**config.mk**
```make
export PLATFORM = sky130hd
export DESIGN_NAME = zram_arbiter
export DESIGN_NICKNAME = d
export VERILOG_FILES = /design/src/rtl/zram_arbiter.sv
export SDC_FILE = /design/constraint.sdc
export NUM_CORES = 1
export LEC_CHECK = 0
export ABC_AREA = 1
export CAP_MARGIN = 5
export CORE_UTILIZATION = 39
export DETAILED_ROUTE_END_ITERATION = 16
export MAX_ROUTING_LAYER = met4
export PLACE_DENSITY = 0.9
export SYNTH_ARGS = -nofsm -noshare
export SYNTH_HDL_FRONTEND = slang
export SYNTH_SLANG_ARGS = --single-unit
```
**constraint.sdc**
```tcl
create_clock -name CLK -period 1.2 [get_ports CLK]
set_input_delay 0.24 -clock CLK [delete_from_list [all_inputs] [get_ports CLK]]
set_output_delay 0.24 -clock CLK [all_outputs]
set_load 0.01 [all_outputs]
```
**src/rtl/zram_arbiter.sv**
```systemverilog
// zram_arbiter: shares the single 16x8 RAM port between instruction fetch (F),
// data load/store (D) and the host loader/debug port (H).
//
// A request that wins at a decision edge spends one ACCESS cycle driving the
// RAM. The following RESP cycle returns completion and read data. The edges
// that end IDLE and RESP cycles are the only points where a new winner is
// chosen. Peak throughput is therefore one access every two cycles.
//
// Optional feature macro: ZRAM_ARB_ROUND_ROBIN_EN
//   defined     -> round-robin in ring order F -> D -> H -> F; F goes first after reset
//   not defined -> fixed priority H > D > F (F may starve under heavy H/D load)
//
// Ports
//   CLK, RESET                 clock (rising edge), asynchronous active-high reset
//   x_REQ/x_WE/x_ADDR/x_WDATA  per-requester request, held until x_GNT
//   x_GNT                      one-cycle one-hot grant pulse (ACCESS cycle)
//   x_RVALID, RDATA            one-cycle completion pulse (RESP cycle) + shared read data
//   RAM_ADDR/RAM_OP/RAM_WDATA  RAM drive (RAM_OP 1 = write, high only during ACCESS)
//   RAM_DATA_IN                combinational RAM read data for RAM_ADDR
//   BUSY                       high in ACCESS and RESP
module zram_arbiter #(
    parameter int unsigned ADDR_W = 4,
    parameter int unsigned DATA_W = 8
) (
    input  logic              CLK,
    input  logic              RESET,
    input  logic              F_REQ,
    input  logic              F_WE,
    input  logic [ADDR_W-1:0] F_ADDR,
    input  logic [DATA_W-1:0] F_WDATA,
    input  logic              D_REQ,
    input  logic              D_WE,
    input  logic [ADDR_W-1:0] D_ADDR,
    input  logic [DATA_W-1:0] D_WDATA,
    input  logic              H_REQ,
    input  logic              H_WE,
    input  logic [ADDR_W-1:0] H_ADDR,
    input  logic [DATA_W-1:0] H_WDATA,
    output logic              F_GNT,
    output logic              D_GNT,
    output logic              H_GNT,
    output logic              F_RVALID,
    output logic              D_RVALID,
    output logic              H_RVALID,
    output logic [DATA_W-1:0] RDATA,
    output logic [ADDR_W-1:0] RAM_ADDR,
    output logic              RAM_OP,
    output logic [DATA_W-1:0] RAM_WDATA,
    input  logic [DATA_W-1:0] RAM_DATA_IN,
    output logic              BUSY
);

    localparam int unsigned N_REQ = 3;

    typedef enum logic [1:0] {
        ST_IDLE   = 2'd0,
        ST_ACCESS = 2'd1,
        ST_RESP   = 2'd2
    } state_t;

    // Requester vectors, bit 0 = F, bit 1 = D, bit 2 = H
    logic [N_REQ-1:0]  w_req;
    logic [N_REQ-1:0]  w_win;
    logic [ADDR_W-1:0] w_sel_addr;
    logic              w_sel_we;
    logic [DATA_W-1:0] w_sel_wdata;
    logic              w_take;

    state_t            r_state;
    logic [N_REQ-1:0]  r_gnt;
    logic [N_REQ-1:0]  r_rvalid;
    logic [N_REQ-1:0]  r_owner;
    logic [DATA_W-1:0] r_rdata;
    logic [ADDR_W-1:0] r_ram_addr;
    logic              r_ram_op;
    logic [DATA_W-1:0] r_ram_wdata;
    logic              r_busy;

    state_t            w_state_nxt;
    logic [N_REQ-1:0]  w_gnt_nxt;
    logic [N_REQ-1:0]  w_rvalid_nxt;
    logic [N_REQ-1:0]  w_owner_nxt;
    logic [DATA_W-1:0] w_rdata_nxt;
    logic [ADDR_W-1:0] w_ram_addr_nxt;
    logic              w_ram_op_nxt;
    logic [DATA_W-1:0] w_ram_wdata_nxt;
    logic              w_busy_nxt;

    assign w_req = {H_REQ, D_REQ, F_REQ};

`ifdef ZRAM_ARB_ROUND_ROBIN_EN
    // One-hot record of the last winner; reset to H so F leads the first round
    logic [N_REQ-1:0] r_last;

    // Search starts at the requester after the last winner
    always_comb begin
        w_win = '0;
        case (r_last)
            3'b001: begin
                if (w_req[1])      w_win = 3'b010;
                else if (w_req[2]) w_win = 3'b100;
                else if (w_req[0]) w_win = 3'b001;
            end
            3'b010: begin
                if (w_req[2])      w_win = 3'b100;
                else if (w_req[0]) w_win = 3'b001;
                else if (w_req[1]) w_win = 3'b010;
            end
            default: begin
                if (w_req[0])      w_win = 3'b001;
                else if (w_req[1]) w_win = 3'b010;
                else if (w_req[2]) w_win = 3'b100;
            end
        endcase
    end

    // Pointer moves only when a grant is actually issued
    always_ff @(posedge CLK or posedge RESET) begin
        if (RESET) begin
            r_last <= 3'b100;
        end else if (w_take && (|w_req)) begin
            r_last <= w_win;
        end
    end
`else
    // Fixed priority H > D > F
    always_comb begin
        w_win = '0;
        if (w_req[2])      w_win = 3'b100;
        else if (w_req[1]) w_win = 3'b010;
        else if (w_req[0]) w_win = 3'b001;
    end
`endif

    // Winner's request fields
    always_comb begin
        w_sel_addr  = F_ADDR;
        w_sel_we    = F_WE;
        w_sel_wdata = F_WDATA;
        if (w_win[1]) begin
            w_sel_addr  = D_ADDR;
            w_sel_we    = D_WE;
            w_sel_wdata = D_WDATA;
        end
        if (w_win[2]) begin
            w_sel_addr  = H_ADDR;
            w_sel_we    = H_WE;
            w_sel_wdata = H_WDATA;
        end
    end

    // State register and registered outputs
    always_ff @(posedge CLK or posedge RESET) begin
        if (RESET) begin
            r_state     <= ST_IDLE;
            r_gnt       <= '0;
            r_rvalid    <= '0;
            r_owner     <= '0;
            r_rdata     <= '0;
            r_ram_addr  <= '0;
            r_ram_op    <= 1'b0;
            r_ram_wdata <= '0;
            r_busy      <= 1'b0;
        end else begin
            r_state     <= w_state_nxt;
            r_gnt       <= w_gnt_nxt;
            r_rvalid    <= w_rvalid_nxt;
            r_owner     <= w_owner_nxt;
            r_rdata     <= w_rdata_nxt;
            r_ram_addr  <= w_ram_addr_nxt;
            r_ram_op    <= w_ram_op_nxt;
            r_ram_wdata <= w_ram_wdata_nxt;
            r_busy      <= w_busy_nxt;
        end
    end

    // Next-state and next-output logic
    always_comb begin
        w_state_nxt     = r_state;
        w_gnt_nxt       = '0;
        w_rvalid_nxt    = '0;
        w_owner_nxt     = r_owner;
        w_rdata_nxt     = r_rdata;
        w_ram_addr_nxt  = r_ram_addr;
        w_ram_op_nxt    = 1'b0;
        w_ram_wdata_nxt = r_ram_wdata;
        w_take          = 1'b0;

        case (r_state)
            ST_ACCESS: begin
                // r_ram_op still holds the direction of the access in flight
                w_state_nxt  = ST_RESP;
                w_rvalid_nxt = r_owner;
                if (!r_ram_op) begin
                    w_rdata_nxt = RAM_DATA_IN;
                end
            end
            default: begin
                // IDLE and RESP both end on a decision edge
                w_take = 1'b1;
                if (|w_req) begin
                    w_state_nxt     = ST_ACCESS;
                    w_gnt_nxt       = w_win;
                    w_owner_nxt     = w_win;
                    w_ram_addr_nxt  = w_sel_addr;
                    w_ram_op_nxt    = w_sel_we;
                    w_ram_wdata_nxt = w_sel_wdata;
                end else begin
                    w_state_nxt = ST_IDLE;
                end
            end
        endcase

        w_busy_nxt = (w_state_nxt != ST_IDLE);
    end

    assign F_GNT     = r_gnt[0];
    assign D_GNT     = r_gnt[1];
    assign H_GNT     = r_gnt[2];
    assign F_RVALID  = r_rvalid[0];
    assign D_RVALID  = r_rvalid[1];
    assign H_RVALID  = r_rvalid[2];
    assign RDATA     = r_rdata;
    assign RAM_ADDR  = r_ram_addr;
    assign RAM_OP    = r_ram_op;
    assign RAM_WDATA = r_ram_wdata;
    assign BUSY      = r_busy;

endmodule

```
==> results of run 1 <==
[path summary, 6_finish.rpt]
kind                                  start      endpoint  slack, ns  cells after the start
worst max-delay path            RAM_ADDR[0]   RAM_ADDR[0]       0.05                      1
worst min-delay path                  RESET    r_state[0]       0.30                      3
worst max register to register   r_state[1]  RAM_WDATA[0]       0.13                      5
worst min register to register     RDATA[0]      RDATA[0]       0.48                      2
max in group asynchronous             RESET  RAM_WDATA[2]       0.73                      3
min in group CLK                   RDATA[0]      RDATA[0]       0.48                      2
[cells in the mapped netlist]
master and n:
inv_2 1, nand2_1 86, nand2_4 1, dfrtp_1 33, a21oi_4 1, nor2_2 1
buf_4 2, inv_1 8, nor2_1 7, buf_6 1, o21ai_0 3, nand3_1 35
clkinv_1 1, buf_2 5, nand2_2 1, nor2_4 1
[area by class of cell]
cell class | count | area [µm²] | share of cell area [%]
multi-input cells | 136 | 607 | 24.3
flip-flops and latches | 33 | 826 | 33.0
inverters | 10 | 37.5 | 1.50
clock inverters | 2 | 10.0 | 0.400
clock buffers | 6 | 72.6 | 2.90
well taps | 48 | 60.1 | 2.40
repair buffers | 90 | 890 | 35.5
[what timing repair did]
item | 4_1_cts | 5_1_grt
gates resized for setup | 33 | 21
cloned | 0 | 0
setup buffers | 1 | 0
endpoints found under the setup margin | 49 | 33
pin swaps | 1 | 0
[registers in the layout (all words and copies together) (netlist names)]
register and cells:
RDATA 8, r_state 2, r_owner 3, BUSY 1
r_rvalid 3, RAM_ADDR 4, RAM_WDATA 8, RAM_OP 1
r_gnt 3
[per-layer routing]
layer | wire (µm) | global-route usage, % | vias up
met2 | 1960 | 36.6 | 62
met1 | 1660 | 26.9 | 707
met4 | 68 | 8.61 | 0
li1 | - | - | 764
met5 | 0 | - | -
met3 | 248 | 7.32 | 7
[kinds of logic after synthesis]
group | count (synthesis) | share of synthesized area, %
buf+inv | 18 | 5.90
compound gates | 4 | 2.08
flops | 33 | 54.9
simple gates | 132 | 37.2
[power breakdown]
group          internal [mW]  switching [mW]
registers               1.25          0.0754
logic                  0.395           0.319
clock network          0.401           0.381
[stage by stage]
stage / utilization (%) / instances / hold slack, ns
floorplan: - / 187 / 0.369
global placement: 65.2 / 316 / 0.455
detailed placement: 65.2 / 316 / 0.466
CTS: 66.8 / 325 / 0.293
global route: 67.8 / 325 / 0.329
finish: 67.8 / 325 / 0.296
==> results_dict.tcl, run 1 <==
set metrics [dict create \
    layout_common_cells "85 x nand2_1, 50 x clkdlybuf4s50_1, 35 x nand3_1" \
    ant_nets 0 \
    min-delay-path-class "input port to async pin" \
    p_total_mw 2.82 \
    cts_tree "built" \
    placed_area_um2 2400 \
    ys_warn_count 0 \
    crit_path_max_incr_delay_ns 0.39 \
    setup_ws_ns 0.0475 \
    drt_wl_total_um 3940 \
    antenna_cells 0 \
    drv_cap 0 \
    path_clk_slew_ns 0.07 \
    nets 328 \
    vias 1540 \
    seq_area_frac_synth_pct 54.9 \
    grt_pass1_vias 1539 \
    power.density_nw_per_um2 1130 \
    final_common_cell "nand2_1" \
    antenna_found_initial 0 \
    coreArea_um2 3690 \
    avgSynthCellArea_um2 8.05 \
    clock-sinks 33 \
    cts.htree.levels 2 \
    rsz0062_at_grt "false" \
    dieArea_um2 4110 \
    ys_types 16 \
    drive_gt1_share_pct 9.03 \
    initial_core_util_pct 40.8 \
    slew_headroom_pct 79.9 \
    timing.fmax_mhz 868 \
    gp_congestion 0.752 \
    critPathTopFamily "flip-flops" \
    grt_pass1_wl_um 6890 \
    pre_cts_slack_ns -0.336 \
    setup_viol 0 \
    slew_viol_final 0 \
    ys_ff_latch 33 \
    path_cells "clkdlybuf4s15_1" \
    cp.arrival_ns 0.91 \
    synth_top_area_cell "dfrtp_1" \
    path_max_fanout 2 \
    outcome "finished, final reports clean" \
    die_y_um 64.1 \
    startpoint_type "flip-flop" \
    cp-end-kind "primary output" \
    synth_area_leaders "dfrtp_1 55%, nand2_1 21%, nand3_1 12%" \
    area_growth_pct 66.3 \
    ctsHoldBuffers 0 \
    hpwlAfterDp_um 2880 \
    io_buffers 79 \
    clk_latency_ns 0.28 \
    drcViolationCount 0 \
    fillCellCount 320 \
    num_rows 22 \
    tns_ns 0 \
    critPathBufInv 1 \
    ir_drop_mv 0.753 \
    clockBufferDepth 2 \
    finalCritPeriodShare_pct 96.0 \
    pin_count 80 \
    required_ns 0.96 \
    cts_made_buffers 5 \
    grt_max_degree 34 \
    die-width_um 64.1 \
    finalInstanceArea_um2 2500 \
    finalHoldViolCount 0 \
    syn_area_um2 1510 \
    synthesis.nets 239 \
    cpMaxStageDelayCell "dfrtp_1" \
    drtIter0Drc 90 \
    critPathKind "flip-flop to primary output" \
    wl_per_cell_um 12.1 \
    tightest_slew_ns 0.301 \
    fin_crit_ns 1.15 \
    leakagePower_nw 1.22 \
    root_buffer "clkbuf_8" \
    grt_use_total_pct 22.9 \
    gr-total-overflow 0 \
    vias_per_cell 4.74 \
    worst_clock_skew_ns 0.00588 \
    yosysTopAreaCellShare_pct 54.9 \
    drt_first_pass_iters 4 \
    synthCells 187 \
]
Power figures use the tool's default switching activity.
==> inputs of run 2 (changes only) <==
Settings changed: SETUP_SLACK_MARGIN set to 0.2.
Clock period 1.2 ns to 1.1 ns, I/O delays scaled along.
==> run 2 against run 1 <==
Combinational power rose by 33%; clock power rose by 17%; first-iteration DRC count rose by 8.9%.
==> results_dict.tcl, run 2 (same netlist as run 1, synthesis figures left out) <==
set metrics [dict create \
    outcome "finished, final reports clean" \
    die-width_um 64.1 \
    setup_viol 0 \
    ctsHoldBuffers 0 \
    dp_cells 314 \
    p_seq_share_pct 43.6 \
    nets 350 \
    multi_input_area_um2 677 \
    pwr-share-clk_pct 27.7 \
    finalCritPeriodShare_pct 97.0 \
    worst_clock_skew_ns 0.00757 \
    cts_made_buffers 5 \
    final_common_cell "nand2_1" \
    antenna_cells 0 \
    grt_pass1_vias 1620 \
    die_y_um 64.1 \
    rsz0062_at_grt "true" \
    leakagePower_nw 1.37 \
    pin_count 80 \
    timing.fmax_mhz 938 \
    gp_congestion 0.737 \
    min-delay-path-class "input port to async pin" \
    drcViolationCount 0 \
    cp-end-kind "flip-flop" \
    combinationalPowerShare_pct 28.7 \
    crit_path_max_incr_delay_ns 0.38 \
    slew_headroom_pct 80.1 \
    critPathTopFamily "flip-flops" \
    grt_use_total_pct 23.7 \
    cp.arrival_ns 1.29 \
    grt_pass1_wl_um 7030 \
    tightest_slew_ns 0.299 \
    gr-total-overflow 0 \
    final_cell_count_no_fill 346 \
    whs_ns 0.308 \
    fin_crit_ns 1.07 \
    final-seq-area_um2 826 \
    cts_tree "built" \
    drv_cap 0 \
    path_max_fanout 4 \
    dieArea_um2 4110 \
    ant_nets 0 \
    path_clk_slew_ns 0.07 \
    critPathBufInv 3 \
    required_ns 1.32 \
    clockBufferDepth 2 \
    power.switching_mw 0.921 \
    area_growth_pct 79.2 \
    path_cells "inv_2, nor2_4, buf_12, buf_4, nand3_1, nand2_1" \
    internal_power_mw 2.39 \
    wl_per_cell_um 13.3 \
    clock-sinks 33 \
    num_rows 22 \
    clk_latency_ns 0.29 \
    slew_viol_final 0 \
    drt_first_pass_iters 6 \
    critPathKind "flip-flop to flip-flop" \
    fillCellCount 285 \
    power.density_nw_per_um2 1230 \
    startpoint_type "flip-flop" \
    io_buffers 79 \
    p_sw_share_pct 27.8 \
    cpMaxStageDelayCell "dfrtp_1" \
    initial_core_util_pct 40.8 \
    vias 1659 \
    finalHoldViolCount 0 \
    layout_common_cells "83 x nand2_1, 49 x clkdlybuf4s50_1, 33 x dfrtp_1" \
    grt_max_degree 34 \
    cts.htree.levels 2 \
    drive_gt1_share_pct 28.9 \
    drtIter0Drc 98 \
    vias_per_cell 4.79 \
    hpwlAfterDp_um 2870 \
    coreArea_um2 3690 \
    ir_drop_mv 0.573 \
    antenna_found_initial 0 \
    root_buffer "clkbuf_8" \
    drt_wl_total_um 4590 \
]
## run 2: changes by cell type in the layout (fill, tap and decap cells not counted), moves of 2 or more
cell / change
buf_12: +3
buf_2: +25
buf_4: +15
buf_6: +4
clkdlybuf4s15_1: -22
dlygate4sd2_1: -5
inv_1: -3
inv_2: +2
nand2_1: -2
nand2_4: +3
nand3_1: -6
nand3_2: +6
## run 2: final timing paths
path	from	endpoint	slack (ns)	cells after the start
min reg2reg	RAM_WDATA[1]	RAM_WDATA[1]	0.47	2
max	r_state[0]	RDATA[5]	0.03	6
min	RESET	RAM_WDATA[4]	0.31	3
min in group CLK	RAM_WDATA[1]	RAM_WDATA[1]	0.47	2
max in group asynchronous	RESET	r_gnt[1]	0.62	3
max reg2reg	r_state[0]	RDATA[5]	0.03	6
## run 2: metrics by stage
| step | worst slack, ns | power [mW] | instance area (µm²) | TNS [ns] | utilization, % |
|---|---|---|---|---|---|
| floorplan | 0.127 | 1.78 | 1540 | 0 | - |
| global placement | -0.301 | 2.29 | 2400 | -5.46 | 65.2 |
| detailed placement | -0.367 | 2.32 | 2400 | -6.52 | 65.2 |
| CTS | 0.0439 | 3.23 | 2590 | 0 | 70.4 |
| global route | -0.00861 | 3.47 | 2700 | -0.0151 | 73.1 |
| finish | 0.0335 | 3.31 | 2700 | 0 | 73.1 |
## run 2: tightest hold or removal path, cell delays in order
cell             delay, ns
clkdlybuf4s50_1       0.44
clkinvlp_4            0.10
buf_12                0.20
## run 2: power by group through the flow
stage / Combinational, mW / Clock [mW] / Sequential [mW]
after global routing: 1.03 / 0.991 / 1.45
after floorplan: 0.250 / 0 / 1.53
final: 0.951 / 0.917 / 1.45
after global placement: 0.829 / 0 / 1.46
after CTS: 0.857 / 0.928 / 1.44
after detailed placement: 0.848 / 0 / 1.47
## run 2: cell type report
class | count | area share, %
multi-input combinational | 137 | 25.1
inverter | 10 | 1.58
timing repair buffer | 111 | 37.3
sequential | 33 | 30.6
clock buffer | 7 | 3.20
tap | 48 | 2.23
## run 2: what timing repair did
action / in CTS / in global routing
resized for setup: 128 / 6
pin swaps: 11 / 5
buffers inserted: 14 / 9
setup endpoints to repair: 56 / 61
gates cloned: 1 / 1
## run 2: routing by layer
layer | GRT usage (%) | vias to the layer above | share of wire, %
met4 | 12.5 | 0 | 2.2
met3 | 5.89 | 11 | 6.2
met1 | 26.3 | 759 | 40
met5 | - | - | 0
li1 | - | 812 | -
met2 | 39.4 | 77 | 52
